<file path="config.mk">
export PLATFORM = sky130hd
export DESIGN_NAME = riscv_mc_ctrl_flat
export DESIGN_NICKNAME = d
export VERILOG_FILES = /design/src/rtl/riscv_mc_ctrl_pkg.sv /design/src/rtl/riscv_mc_ctrl_if.sv /design/src/rtl/riscv_mc_ctrl_aludec.sv /design/src/rtl/riscv_mc_ctrl.sv /design/src/flat_wrapper.sv
export SDC_FILE = /design/constraint.sdc
export NUM_CORES = 1
export LEC_CHECK = 0
export CAP_MARGIN = 5
export CORE_MARGIN = 2
export CORE_UTILIZATION = 54
export CTS_BUF_LIST = sky130_fd_sc_hd__clkbuf_2
export CTS_CLUSTER_SIZE = 16
export DETAILED_ROUTE_END_ITERATION = 8
export PLACE_DENSITY = 0.9
export SYNTH_ARGS = -nofsm -noshare
export SYNTH_HDL_FRONTEND = slang
export SYNTH_SLANG_ARGS = --single-unit
</file>
<file path="constraint.sdc">
create_clock -name clk -period 4.25 [get_ports clk]
set_clock_uncertainty 0.05 [all_clocks]
set_input_delay 0.425 -clock clk [delete_from_list [all_inputs] [get_ports clk]]
set_output_delay 0.425 -clock clk [all_outputs]
set_load 0.01 [all_outputs]
</file>
<file path="src/rtl/riscv_mc_ctrl_pkg.sv">
// Shared encodings for the multicycle RV32I controller: opcodes, FSM states,
// ALU operations, datapath mux selects and trap causes.
package riscv_mc_pkg;

   typedef enum logic [6:0] {
      OP_LOAD   = 7'b0000011,
      OP_STORE  = 7'b0100011,
      OP_R      = 7'b0110011,
      OP_I      = 7'b0010011,
      OP_BRANCH = 7'b1100011,
      OP_JAL    = 7'b1101111,
      OP_JALR   = 7'b1100111,
      OP_LUI    = 7'b0110111,
      OP_AUIPC  = 7'b0010111
   } opcodetype;

   typedef enum logic [3:0] {
      FETCH, DECODE, MEMADR, MEMREAD, MEMWB, MEMWRITE, EXECR, EXECI,
      ALUWB, BRANCH, JAL, JALRADR, LUI, AUIPC, TRAP
   } statetype;

   // Operation class handed from the FSM to the ALU decoder.
   typedef enum logic [2:0] {
      ALUOP_ADD, ALUOP_R, ALUOP_I, ALUOP_BR, ALUOP_PASSB
   } aluop_t;

   localparam logic [3:0] ALU_ADD   = 4'b0000;
   localparam logic [3:0] ALU_SUB   = 4'b0001;
   localparam logic [3:0] ALU_AND   = 4'b0010;
   localparam logic [3:0] ALU_OR    = 4'b0011;
   localparam logic [3:0] ALU_XOR   = 4'b0100;
   localparam logic [3:0] ALU_SLT   = 4'b0101;
   localparam logic [3:0] ALU_SLTU  = 4'b0110;
   localparam logic [3:0] ALU_SLL   = 4'b0111;
   localparam logic [3:0] ALU_SRL   = 4'b1000;
   localparam logic [3:0] ALU_SRA   = 4'b1001;
   localparam logic [3:0] ALU_PASSB = 4'b1010;

   localparam logic [2:0] IMM_I = 3'b000;
   localparam logic [2:0] IMM_S = 3'b001;
   localparam logic [2:0] IMM_B = 3'b010;
   localparam logic [2:0] IMM_J = 3'b011;
   localparam logic [2:0] IMM_U = 3'b100;

   localparam logic [1:0] SRCA_PC    = 2'b00;
   localparam logic [1:0] SRCA_OLDPC = 2'b01;
   localparam logic [1:0] SRCA_A     = 2'b10;

   localparam logic [1:0] SRCB_RD2  = 2'b00;
   localparam logic [1:0] SRCB_IMM  = 2'b01;
   localparam logic [1:0] SRCB_FOUR = 2'b10;

   localparam logic [1:0] RES_ALUOUT = 2'b00;
   localparam logic [1:0] RES_DATA   = 2'b01;
   localparam logic [1:0] RES_ALURES = 2'b10;

   localparam logic [1:0] CAUSE_NONE    = 2'b00;
   localparam logic [1:0] CAUSE_ILLEGAL = 2'b01;
   localparam logic [1:0] CAUSE_TIMEOUT = 2'b10;

   function automatic logic [2:0] imm_sel(input logic [6:0] op);
      case (opcodetype'(op))
         OP_STORE:         return IMM_S;
         OP_BRANCH:        return IMM_B;
         OP_JAL:           return IMM_J;
         OP_LUI, OP_AUIPC: return IMM_U;
         default:          return IMM_I;
      endcase
   endfunction

endpackage

</file>
<file path="src/rtl/riscv_mc_ctrl_if.sv">
// Controller <-> datapath/bus bundle. Handshake: a memory access is the span
// where MemReq=1; it completes on the first rising edge sampled with MemReady=1.
interface riscv_mc_ctrl_if #(parameter int CNT_W = 32);
   logic [6:0]       op;
   logic [2:0]       funct3;
   logic             funct7b5;
   logic             Zero;
   logic             MemReady;
   logic [2:0]       ImmSrc;
   logic [1:0]       ALUSrcA;
   logic [1:0]       ALUSrcB;
   logic [1:0]       ResultSrc;
   logic             AdrSrc;
   logic [3:0]       ALUControl;
   logic [2:0]       LST;
   logic             LSE;
   logic             IRWrite;
   logic             PCWrite;
   logic             RegWrite;
   logic             MemWrite;
   logic             MemReq;
   logic             Trap;
   logic [1:0]       TrapCause;
   logic [CNT_W-1:0] InstRet;

   modport ctrl (
      input  op, funct3, funct7b5, Zero, MemReady,
      output ImmSrc, ALUSrcA, ALUSrcB, ResultSrc, AdrSrc, ALUControl, LST, LSE,
             IRWrite, PCWrite, RegWrite, MemWrite, MemReq, Trap, TrapCause, InstRet
   );

   modport dp (
      output op, funct3, funct7b5, Zero, MemReady,
      input  ImmSrc, ALUSrcA, ALUSrcB, ResultSrc, AdrSrc, ALUControl, LST, LSE,
             IRWrite, PCWrite, RegWrite, MemWrite, MemReq, Trap, TrapCause, InstRet
   );
endinterface

</file>
<file path="src/rtl/riscv_mc_ctrl_aludec.sv">
// ALU operation decode from funct3/funct7b5 and operation class, plus the
// branch-taken evaluation from the ALU zero flag.
module riscv_mc_aludec
   import riscv_mc_pkg::*;
#(
   parameter int EXT_BRANCH = 1
) (
   input  aluop_t     aluop_i,
   input  logic [2:0] funct3_i,
   input  logic       funct7b5_i,
   input  logic       zero_i,
   output logic [3:0] alu_ctrl_o,
   output logic       taken_o,
   output logic       br_illegal_o
);

   always_comb begin
      alu_ctrl_o   = ALU_ADD;
      taken_o      = 1'b0;
      br_illegal_o = 1'b0;
      case (aluop_i)
         ALUOP_R, ALUOP_I: begin
            case (funct3_i)
               3'b000: alu_ctrl_o = (aluop_i == ALUOP_R && funct7b5_i) ? ALU_SUB : ALU_ADD;
               3'b001: alu_ctrl_o = ALU_SLL;
               3'b010: alu_ctrl_o = ALU_SLT;
               3'b011: alu_ctrl_o = ALU_SLTU;
               3'b100: alu_ctrl_o = ALU_XOR;
               3'b101: alu_ctrl_o = funct7b5_i ? ALU_SRA : ALU_SRL;
               3'b110: alu_ctrl_o = ALU_OR;
               3'b111: alu_ctrl_o = ALU_AND;
            endcase
         end
         ALUOP_BR: begin
            // SLT/SLTU leave Zero=1 when the "less than" test is false.
            case (funct3_i)
               3'b000: begin alu_ctrl_o = ALU_SUB;  taken_o = zero_i;  end
               3'b001: begin alu_ctrl_o = ALU_SUB;  taken_o = !zero_i; end
               3'b100: begin alu_ctrl_o = ALU_SLT;  taken_o = !zero_i; end
               3'b101: begin alu_ctrl_o = ALU_SLT;  taken_o = zero_i;  end
               3'b110: begin alu_ctrl_o = ALU_SLTU; taken_o = !zero_i; end
               3'b111: begin alu_ctrl_o = ALU_SLTU; taken_o = zero_i;  end
               default: br_illegal_o = 1'b1;
            endcase
            if (EXT_BRANCH == 0 && funct3_i != 3'b000) begin
               br_illegal_o = 1'b1;
               taken_o      = 1'b0;
            end
         end
         ALUOP_PASSB: alu_ctrl_o = ALU_PASSB;
         default: ;
      endcase
   end

endmodule

</file>
<file path="src/rtl/riscv_mc_ctrl.sv">
// Multicycle RV32I controller: Moore FSM with memory wait states and bus
// timeout, sticky trap state and retired-instruction counter.
module riscv_mc_ctrl
   import riscv_mc_pkg::*;
#(
   parameter int MEM_TIMEOUT = 16,
   parameter int EXT_BRANCH  = 1,
   parameter int CNT_W       = 32
) (
   input  logic          clk,
   input  logic          reset,
   riscv_mc_ctrl_if.ctrl bus,
   output statetype      state_o
);

   localparam int WAIT_W = (MEM_TIMEOUT < 2) ? 1 : $clog2(MEM_TIMEOUT + 1);
   localparam logic [WAIT_W-1:0] WAIT_LAST = WAIT_W'((MEM_TIMEOUT > 0) ? MEM_TIMEOUT - 1 : 0);

   statetype          state_q, state_d;
   logic [1:0]        cause_q, cause_d;
   logic [WAIT_W-1:0] wait_q, wait_d;
   logic [CNT_W-1:0]  instret_q;

   logic       retire, timeout;
   logic       ir_write, pc_write, reg_write, mem_write, mem_req;
   logic [1:0] src_a, src_b, res_src;
   logic       adr_src, lse;
   aluop_t     aluop;
   logic [3:0] alu_ctrl;
   logic       br_taken, br_illegal;

   riscv_mc_aludec #(.EXT_BRANCH(EXT_BRANCH)) u_aludec (
      .aluop_i      (aluop),
      .funct3_i     (bus.funct3),
      .funct7b5_i   (bus.funct7b5),
      .zero_i       (bus.Zero),
      .alu_ctrl_o   (alu_ctrl),
      .taken_o      (br_taken),
      .br_illegal_o (br_illegal)
   );

   // The last permitted wait cycle still completes if MemReady arrives on it.
   assign timeout = (MEM_TIMEOUT != 0) && !bus.MemReady && (wait_q == WAIT_LAST);

   always_comb begin
      state_d   = state_q;
      cause_d   = cause_q;
      wait_d    = '0;
      retire    = 1'b0;
      ir_write  = 1'b0;
      pc_write  = 1'b0;
      reg_write = 1'b0;
      mem_write = 1'b0;
      mem_req   = 1'b0;
      src_a     = SRCA_PC;
      src_b     = SRCB_RD2;
      res_src   = RES_ALUOUT;
      adr_src   = 1'b0;
      lse       = 1'b0;
      aluop     = ALUOP_ADD;
      case (state_q)
         FETCH: begin
            mem_req = 1'b1;
            if (bus.MemReady) begin
               ir_write = 1'b1;
               pc_write = 1'b1;
               src_b    = SRCB_FOUR;
               res_src  = RES_ALURES;
               state_d  = DECODE;
            end else if (timeout) begin
               state_d = TRAP;
               cause_d = CAUSE_TIMEOUT;
            end else begin
               wait_d = wait_q + 1'b1;
            end
         end
         DECODE: begin
            src_a = SRCA_OLDPC;
            src_b = SRCB_IMM;
            case (opcodetype'(bus.op))
               OP_LOAD, OP_STORE: state_d = MEMADR;
               OP_R:              state_d = EXECR;
               OP_I:              state_d = EXECI;
               OP_BRANCH:         state_d = BRANCH;
               OP_JAL:            state_d = JAL;
               OP_JALR:           state_d = JALRADR;
               OP_LUI:            state_d = LUI;
               OP_AUIPC:          state_d = AUIPC;
               default: begin
                  state_d = TRAP;
                  cause_d = CAUSE_ILLEGAL;
               end
            endcase
         end
         MEMADR: begin
            src_a   = SRCA_A;
            src_b   = SRCB_IMM;
            state_d = (opcodetype'(bus.op) == OP_LOAD) ? MEMREAD : MEMWRITE;
         end
         MEMREAD: begin
            mem_req = 1'b1;
            adr_src = 1'b1;
            if (bus.MemReady) begin
               state_d = MEMWB;
            end else if (timeout) begin
               state_d = TRAP;
               cause_d = CAUSE_TIMEOUT;
            end else begin
               wait_d = wait_q + 1'b1;
            end
         end
         MEMWB: begin
            res_src   = RES_DATA;
            reg_write = 1'b1;
            lse       = 1'b1;
            retire    = 1'b1;
            state_d   = FETCH;
         end
         MEMWRITE: begin
            mem_req   = 1'b1;
            mem_write = 1'b1;
            adr_src   = 1'b1;
            if (bus.MemReady) begin
               retire  = 1'b1;
               state_d = FETCH;
            end else if (timeout) begin
               state_d = TRAP;
               cause_d = CAUSE_TIMEOUT;
            end else begin
               wait_d = wait_q + 1'b1;
            end
         end
         EXECR: begin
            src_a   = SRCA_A;
            aluop   = ALUOP_R;
            state_d = ALUWB;
         end
         EXECI: begin
            src_a   = SRCA_A;
            src_b   = SRCB_IMM;
            aluop   = ALUOP_I;
            state_d = ALUWB;
         end
         ALUWB: begin
            reg_write = 1'b1;
            retire    = 1'b1;
            state_d   = FETCH;
         end
         BRANCH: begin
            src_a = SRCA_A;
            aluop = ALUOP_BR;
            if (br_illegal) begin
               state_d = TRAP;
               cause_d = CAUSE_ILLEGAL;
            end else begin
               pc_write = br_taken;
               retire   = 1'b1;
               state_d  = FETCH;
            end
         end
         JAL: begin
            src_a    = SRCA_OLDPC;
            src_b    = SRCB_FOUR;
            pc_write = 1'b1;
            state_d  = ALUWB;
         end
         JALRADR: begin
            src_a   = SRCA_A;
            src_b   = SRCB_IMM;
            state_d = JAL;
         end
         LUI: begin
            src_b   = SRCB_IMM;
            aluop   = ALUOP_PASSB;
            state_d = ALUWB;
         end
         AUIPC: begin
            src_a   = SRCA_OLDPC;
            src_b   = SRCB_IMM;
            state_d = ALUWB;
         end
         TRAP: ;
         default: state_d = FETCH;
      endcase
   end

   always_ff @(posedge clk or negedge reset) begin
      if (!reset) begin
         state_q   <= FETCH;
         cause_q   <= CAUSE_NONE;
         wait_q    <= '0;
         instret_q <= '0;
      end else begin
         state_q <= state_d;
         cause_q <= cause_d;
         wait_q  <= wait_d;
         if (retire) instret_q <= instret_q + 1'b1;
      end
   end

   // Strobes are gated by reset so an in-flight request drops immediately.
   assign bus.IRWrite    = ir_write  & reset;
   assign bus.PCWrite    = pc_write  & reset;
   assign bus.RegWrite   = reg_write & reset;
   assign bus.MemWrite   = mem_write & reset;
   assign bus.MemReq     = mem_req   & reset;
   assign bus.ImmSrc     = imm_sel(bus.op);
   assign bus.ALUSrcA    = src_a;
   assign bus.ALUSrcB    = src_b;
   assign bus.ResultSrc  = res_src;
   assign bus.AdrSrc     = adr_src;
   assign bus.ALUControl = alu_ctrl;
   assign bus.LST        = bus.funct3;
   assign bus.LSE        = lse;
   assign bus.Trap       = (state_q == TRAP);
   assign bus.TrapCause  = cause_q;
   assign bus.InstRet    = instret_q;
   assign state_o        = state_q;

endmodule

</file>
<file path="src/flat_wrapper.sv">
// flat-port wrapper written by rule: the top's interface ports become plain ports
module riscv_mc_ctrl_flat import riscv_mc_pkg::*;
#(
   parameter int MEM_TIMEOUT = 16,
   parameter int EXT_BRANCH  = 1,
   parameter int CNT_W       = 32
)
  (clk, reset, state_o, bus_op, bus_funct3, bus_funct7b5, bus_Zero, bus_MemReady, bus_ImmSrc, bus_ALUSrcA, bus_ALUSrcB, bus_ResultSrc, bus_AdrSrc, bus_ALUControl, bus_LST, bus_LSE, bus_IRWrite, bus_PCWrite, bus_RegWrite, bus_MemWrite, bus_MemReq, bus_Trap, bus_TrapCause, bus_InstRet);
  riscv_mc_ctrl_if #(.CNT_W(CNT_W)) bus_i ();
  input  logic clk;
  input  logic reset;
  output statetype state_o;
  input wire logic [$bits(bus_i.op)-1:0] bus_op;
  input wire logic [$bits(bus_i.funct3)-1:0] bus_funct3;
  input wire logic [$bits(bus_i.funct7b5)-1:0] bus_funct7b5;
  input wire logic [$bits(bus_i.Zero)-1:0] bus_Zero;
  input wire logic [$bits(bus_i.MemReady)-1:0] bus_MemReady;
  output wire logic [$bits(bus_i.ImmSrc)-1:0] bus_ImmSrc;
  output wire logic [$bits(bus_i.ALUSrcA)-1:0] bus_ALUSrcA;
  output wire logic [$bits(bus_i.ALUSrcB)-1:0] bus_ALUSrcB;
  output wire logic [$bits(bus_i.ResultSrc)-1:0] bus_ResultSrc;
  output wire logic [$bits(bus_i.AdrSrc)-1:0] bus_AdrSrc;
  output wire logic [$bits(bus_i.ALUControl)-1:0] bus_ALUControl;
  output wire logic [$bits(bus_i.LST)-1:0] bus_LST;
  output wire logic [$bits(bus_i.LSE)-1:0] bus_LSE;
  output wire logic [$bits(bus_i.IRWrite)-1:0] bus_IRWrite;
  output wire logic [$bits(bus_i.PCWrite)-1:0] bus_PCWrite;
  output wire logic [$bits(bus_i.RegWrite)-1:0] bus_RegWrite;
  output wire logic [$bits(bus_i.MemWrite)-1:0] bus_MemWrite;
  output wire logic [$bits(bus_i.MemReq)-1:0] bus_MemReq;
  output wire logic [$bits(bus_i.Trap)-1:0] bus_Trap;
  output wire logic [$bits(bus_i.TrapCause)-1:0] bus_TrapCause;
  output wire logic [$bits(bus_i.InstRet)-1:0] bus_InstRet;
  assign bus_i.op = bus_op;
  assign bus_i.funct3 = bus_funct3;
  assign bus_i.funct7b5 = bus_funct7b5;
  assign bus_i.Zero = bus_Zero;
  assign bus_i.MemReady = bus_MemReady;
  assign bus_ImmSrc = bus_i.ImmSrc;
  assign bus_ALUSrcA = bus_i.ALUSrcA;
  assign bus_ALUSrcB = bus_i.ALUSrcB;
  assign bus_ResultSrc = bus_i.ResultSrc;
  assign bus_AdrSrc = bus_i.AdrSrc;
  assign bus_ALUControl = bus_i.ALUControl;
  assign bus_LST = bus_i.LST;
  assign bus_LSE = bus_i.LSE;
  assign bus_IRWrite = bus_i.IRWrite;
  assign bus_PCWrite = bus_i.PCWrite;
  assign bus_RegWrite = bus_i.RegWrite;
  assign bus_MemWrite = bus_i.MemWrite;
  assign bus_MemReq = bus_i.MemReq;
  assign bus_Trap = bus_i.Trap;
  assign bus_TrapCause = bus_i.TrapCause;
  assign bus_InstRet = bus_i.InstRet;
  riscv_mc_ctrl #(.MEM_TIMEOUT(MEM_TIMEOUT), .EXT_BRANCH(EXT_BRANCH), .CNT_W(CNT_W)) u_core (.clk(clk), .reset(reset), .bus(bus_i), .state_o(state_o));
endmodule
</file>
==> summary.md, run 1 <==
| Metric | Value |
|---|---|
| Outcome | complete, no violations |
| DP Worst Slack | 1200 ps |
| Top Metal Used | met4 |
| CP Capture Type | output pin |
| Clk_lat worst skew | 400 ps |
| IO Count | 77 |
| Simple logic cell fraction of the synthesized area | 29.9% |
| Post-detailed-routing wire length | 6690 um |
| Core area | 0.00511 mm^2 |
| FILL cells | 393 |
| Met3 wire length | 398 um |
| Antenna Cells | 0 |
| VDD IR max | 349 uV |
| Reg power frac | 39.0% |
| DR vias | 2620 |
| Mux cell area share after synthesis | 1.13% |
| DRC violation count after routing | 0 |
| Power density over cell area | 437 mW/mm^2 |
| Largest net degree at the start of global routing | 32 |
| Part of the cycle the worst path needs | 75.3% |
| Initial antenna violation count | 0 |
| Crit path kind | reg2out |
| CTS sink count | 43 |
| Max-slew violations | 0 |
| Avg Cell Area, Syn | 9.23 um^2 |
| Critical path's slowest cell | dfrtp_1 |
| Area of the die | 0.00591 mm^2 |
| Min-delay worst type | reg2reg |
| LEAKAGE | 1.54 nW |
| FF-to-FF End | u_core.bus.InstRet[23] |
| Syn nets | 328 |
| Met1 wire length | 2850 um |
| R2R Setup Slk | 1920 ps |
| Yosys reg bits | 43 |
| Period minus WS final | 3200 ps |
| Final worst slack | 1050 ps |
| Cells after Synth | 311 |
| Main combinational cell family by area after synthesis | simple AND/OR/NAND/NOR gates |
| Worst setup path end | bus_PCWrite |
| RSZ-0062 raised after global routing | false |
| Register area | 0.00108 mm^2 |
| Synthesized-area fraction occupied by adder cells | 1.22% |
| Inserted Clock Buffers | 5 |
| Die width | 76.9 um |
| Synthesized area | 0.00287 mm^2 |
| Detailed Place HPWL | 4890 um |
| Area growth syn-to-layout | 27.1% |
| TritonRoute pass-1 iters | 4 |
| Worst-Margin Slew | 858 ps |
| Critical Path RT | 3770 ps |
| Post-synth ARST share | 100% |
| Worst Path Max Fanout | 27 |
| Nets | 392 |
| First-pass GRT wire length | 11200 um |
| Sw Pwr | 0.686 mW |
| Final setup viols | 0 |
| Vias in the first global route | 2431 |
| CP startpoint kind | register |
| Worst Reg-to-Reg Cells | 5 |
| Slew HR | 42.8% |
| YS warnings | 0 |
| Die Span Y | 76.9 um |
| CP Cell Sequence | nor3b_1 -> a21oi_1 -> nor3_1 -> a21oi_1 -> nor4b_1 -> clkdlybuf4s50_1 |
| Wire length on met2 | 3330 um |
| Clock transition at path regs | 200 ps |
| Post-synth EDFFs | 0 |
| Rows | 26 |
| Comb pwr share | 51.2% |
| Max Cap Viol | 0 |
| Sw Share | 43.1% |
| Fmax | 313 MHz |
| Int Power | 0.908 mW |
| Number of antenna-violating nets in the routed design | 0 |
| Non-Filler Instances | 445 |
| Initial Utilization | 56.2% |
| Setup Buffers After CTS | 0 |
| Post-synthesis sequential area ratio | 37.5% |
| Maximum clock insertion buffer count | 2 |
| XOR/XNOR Fraction of Synth Area | 11.6% |
| CTS H-tree depth | 2 |
| Avg WL per Cell | 15.0 um |
| Area of the multi-input gates | 0.00165 mm^2 |
| Clock share of power | 9.8% |
| Proportion of layout cells with a drive suffix above 1 | 6.93% |
| I/O Buffers | 76 |
| CP peak stage delay | 720 ps |
| Initial DRC count | 147 |
| RePlAce Congestion | 0.835 |
| Most frequent CP cell | a21oi_1 |
| Congestion Overflow GR | 0 |
| WP data arrival | 2720 ps |
| Crit. Startpoint | u_core.state_o[1] |
| Root buffer cell | clkbuf_2 |
| Synth cell types | 59 |
| Hold Vio Cnt, Final | 0 |
| Synth Area in Compound Gates | 13.6% |
| CTS tree | built |
| Reg-to-Reg Start | u_core.state_o[2] |
| Setup TNS | 0 ps |
| All-layer global routing usage | 23.0% |
| Top_reg_cell synth | dfrtp_1 |
| Vias per cell | 5.89 |
| Inst Count DP | 437 |
==> worst min path at each step <==
stage	slack, ps	start	cells past startpoint	end
2_1_floorplan	80	reset	0	u_core.bus.InstRet[0]
3_3_place_gp	400	u_core.wait_q[0]	1	u_core.wait_q[0]
3_5_place_dp	410	u_core.wait_q[0]	1	u_core.wait_q[0]
4_1_cts	440	u_core.bus.InstRet[31]	1	u_core.bus.InstRet[31]
5_1_grt	460	u_core.bus.InstRet[31]	1	u_core.bus.InstRet[31]
6_report	440	u_core.bus.InstRet[31]	1	u_core.bus.InstRet[31]
==> cell type report <==
class,instances,area share (%)
multi-input cells,239,45.1
inverters,8,0.823
repair buffers,78,21.2
clock inverters,2,0.240
flip-flops and latches,43,29.5
clock buffers,5,0.686
well taps,70,2.40
==> critical path, delay by kind of cell, from the launching register on <==
kind / cells / cell delay (ps)
flip-flops: 1 / 720
AND/OR/NAND/NOR: 3 / 880
AO/OA/AOI/OAI: 2 / 130
buffers and inverters: 1 / 590
==> synth_stat cells, drive strengths merged, types with 10 or more instances <==
cell type / instances / area, um^2
nor3: 15 / 80.1
nand2: 22 / 82.6
a21oi: 16 / 91.3
nor2: 23 / 86.3
buf: 16 / 97.6
xor2: 22 / 200
dfrtp: 43 / 1080
nand2b: 10 / 62.6
xnor2: 15 / 131
and3: 10 / 62.6
nand3: 15 / 85.1
==> metrics by stage <==
stage	utilization (%)	instance area, um^2	power, mW	hold WS (ps)
after floorplan	-	2870	1.13	79.4
final	71.4	3650	1.59	436
after CTS	71.4	3650	1.60	442
after global placement	70.6	3600	1.41	398
after detailed placement	70.6	3600	1.43	414
after global routing	71.4	3650	1.71	465
==> cell families after synthesis <==
kind of cell / Yosys count
adder cells (fa/ha/maj): 3
AND/OR/NAND/NOR: 145
flip-flops: 43
buffers and inverters: 29
XOR/XNOR: 37
AO/OA/AOI/OAI: 51
multiplexers: 3
==> metal layers <==
layer  up-vias  GRT usage [%]
met5         -              0
met4         0           8.36
met3        11           5.06
met2        94           39.1
met1      1280           28.7
li1       1235              -
==> power groups by stage <==
stage,Sequential [mW],Combinational [mW],Clock (mW)
2_1_floorplan,0.539,0.588,0
3_3_place_gp,0.621,0.793,0
3_5_place_dp,0.624,0.811,0
4_1_cts,0.616,0.818,0.161
5_1_grt,0.639,0.890,0.183
6_report,0.622,0.816,0.156
==> layout by cell type (no fill, tap or decap), types with 3 or more instances in the layout <==
cell type,instances
clkdlybuf4s50_1,75
dfrtp_1,43
nor2_1,23
nand2_1,22
xor2_1,21
a21oi_1,15
xnor2_1,15
nor3_1,14
nand3_1,13
nand2b_1,10
and3_1,10
nor2b_1,8
inv_1,8
nand4_1,8
and2_1,7
nor4_2,5
clkbuf_2,5
o22ai_1,4
o21ai_0,4
o31ai_1,4
or3_1,4
nor3b_1,4
nand3b_1,3
nor4_1,3
==> timing repair <==
item                                   CTS  global route
hold buffers                             1             0
endpoints found under the hold margin   25             0
resized for setup                        0             0
==> registers in the layout, summed over array words and instances (netlist names) <==
name                  count
u_core.wait_q             5
u_core.bus.TrapCause      2
u_core.state_o            4
u_core.bus.InstRet       32
Note: power is estimated with default switching activity, not from simulation.
==> inputs of run 2 (changes only) <==
Settings changed: CORE_UTILIZATION 54 to 46, PLACE_DENSITY 0.9 to 0.82.
Clock period 4.25 ns to 2.75 ns, I/O delays scaled along.
==> summary.md, run 2 (synthesis gave the netlist of run 1 again) <==
| Metric | Value |
|---|---|
| Final Power | 2.74 mW (+72%) |
| CTS tree | built |
| FF-to-FF End | u_core.bus.InstRet[23] |
| FILL cells | 495 (+26%) |
| Area of the die | 0.00688 mm^2 (+16%) |
| Commonest non-fill, non-tap cells in the layout | clkdlybuf4s50_1, dfrtp_1, nand2_1, nor2_1, xor2_1 |
| Maximum clock insertion buffer count | 2 (unchanged) |
| Worst-Margin Slew | 528 ps (-330 ps) |
| Setup TNS | 0 ps (unchanged) |
| DR vias | 2617 (-0.11%) |
| Die Span Y | 83.0 um (+7.9%) |
| First-pass GRT wire length | 12100 um (+8.3%) |
| WP data arrival | 2320 ps (-400 ps) |
| Largest net degree at the start of global routing | 25 (-22%) |
| Avg WL per Cell | 15.1 um (+0.27%) |
| GRT met2 Usage | 34.9% (-4.2 points) |
| CP bufs+invs | 2 (+1) |
| Die width | 83.0 um (+7.9%) |
| CP Capture Type | output pin |
| Fmax | 378 MHz |
| Initial antenna violation count | 0 (unchanged) |
| Worst Reg-to-Reg Cells | 7 (+2) |
| VDD IR max | 468 uV (+34%) |
| Proportion of layout cells with a drive suffix above 1 | 12.1% (+5.1 points) |
| Final worst slack | 102 ps (-950 ps) |
| Detailed Place HPWL | 5240 um (+7.1%) |
| Worst Path Max Fanout | 17 (-37%) |
| Commonest non-fill, non-tap cell in the layout | clkdlybuf4s50_1 |
| Period minus WS final | 2650 ps |
| CTS H-tree depth | 2 (unchanged) |
| Area growth syn-to-layout | 33.3% |
| Crit path kind | reg2out |
| Cell area after layout | 0.00382 mm^2 (+4.9%) |
| Met3 usage | 2.88% (-2.2 points) |
| Vias in the first global route | 2567 (+5.6%) |
| Clk_lat worst skew | 390 ps (about the same) |
| Antenna Cells | 0 (unchanged) |
| Nets | 407 (+3.8%) |
| Critical path's slowest cell | clkdlybuf4s50_1 |
| Post-detailed-routing wire length | 7010 um (+4.8%) |
| Root buffer cell | clkbuf_2 |
| Final setup viols | 0 (unchanged) |
| Power density over cell area | 717 mW/mm^2 (+64%) |
| DRC violation count after routing | 0 (unchanged) |
| Max reg flops | 32 (unchanged) |
| Rows | 28 (+7.7%) |
| Congestion Overflow GR | 0 (unchanged) |
| Fin Hold WS | 186 ps (-250 ps) |
| Max Cap Viol | 0 (unchanged) |
| CP peak stage delay | 530 ps (-190 ps) |
| DP Area | 0.00369 mm^2 (+2.5%) |
| LEAKAGE | 1.67 nW (+8.3%) |
| Number of antenna-violating nets in the routed design | 0 (unchanged) |
| I/O Buffers | 76 (unchanged) |
| Outcome | complete, no violations |
| Vias per cell | 5.63 (-4.4%) |
| Critical path's top delay family | buffers and inverters |
| Slew HR | 64.6% (+22 points) |
| CTS sink count | 43 (unchanged) |
| Initial Utilization | 47.9% (-8.3 points) |
| Inst Count DP | 453 (+3.7%) |
| Hold Vio Cnt, Final | 0 (unchanged) |
| Max-slew violations | 0 (unchanged) |
| Inserted Clock Buffers | 5 (unchanged) |
| CP startpoint kind | register |
| GR met1 Demand/Resource | 27.6% (-1.2 points) |
| Reg-to-Reg Start | u_core.state_o[0] |
| All-layer global routing usage | 20.8% (-2.2 points) |
| Core area | 0.00599 mm^2 (+17%) |
| Initial DRC count | 117 (-20%) |
| CP Cell Sequence | buf_4 -> nor2_1 -> and3_1 -> and2_1 -> clkdlybuf4s50_1 |
| DP Worst Slack | 182 ps (-1020 ps) |
| RePlAce Congestion | 0.860 (+3.0%) |
| Critical Path RT | 2420 ps (-1350 ps) |
| Post-layout util | 63.8% (-7.6 points) |
| TritonRoute pass-1 iters | 5 (+1) |
| Most Used Layer, Global Route | met2 |
| Part of the cycle the worst path needs | 96.3% |
| IO Count | 77 (unchanged) |
| Clock transition at path regs | 210 ps (about the same) |
| R2R Setup Slk | 750 ps (-1170 ps) |
| Min-delay worst type | in2async |
| Non-Filler Instances | 465 (+4.5%) |
run 2: changes by cell type in the layout (fill, tap and decap cells not counted), moves of 2 or more:
cell	previous run	this run
buf_4	1	14
dfrtp_1	43	40
dfrtp_2	0	3
clkdlybuf4s50_1	75	73
dlymetal6s2s_1	0	2
run 2: power by group:
| group | internal (mW) | leakage [nW] | total, mW | switching (mW) |
|---|---|---|---|---|
| Clock | 0.153 | 0.0391 | 0.352 | 0.199 |
| Combinational | 0.736 | 1.07 | 1.55 | 0.815 |
| Sequential | 0.721 | 0.560 | 0.840 | 0.119 |
| Total | 1.61 | 1.67 | 2.74 | 1.13 |
run 2: cell type report:
cell class / instances / area [um^2] / area share [%]
Tap cell: 75 / 93.8 / 2.45
Multi-Input combinational cell: 239 / 1650 / 43.2
Inverter: 8 / 30.0 / 0.785
Clock buffer: 6 / 30.0 / 0.785
Sequential cell: 43 / 1080 / 28.2
Timing Repair Buffer: 93 / 907 / 23.7
Clock inverter: 1 / 30.0 / 0.785
run 2: timing repair:
item,in CTS,in global routing
setup endpoints to repair,2,6
buffers inserted,0,4
hold endpoints to repair,43,0
resized for setup,4,4
hold buffers,1,0
run 2: worst max-delay path by stage:
stage	startpoint	to	slack (ps)	cells after the start
floorplan	u_core.state_o[1]	bus_PCWrite	570	7
global placement	bus_MemReady	bus_PCWrite	160	7
detailed placement	bus_MemReady	bus_PCWrite	180	7
CTS	u_core.state_o[2]	bus_MemReq	50	6
global route	u_core.state_o[3]	bus_IRWrite	-2	5
finish	u_core.state_o[3]	bus_IRWrite	100	5
run 2: routing by layer:
metal / vias up / share of wire (%)
li1: 1256 / -
met1: 1239 / 43
met2: 113 / 49
met3: 9 / 6.3
met4: 0 / 1.6
met5: - / 0
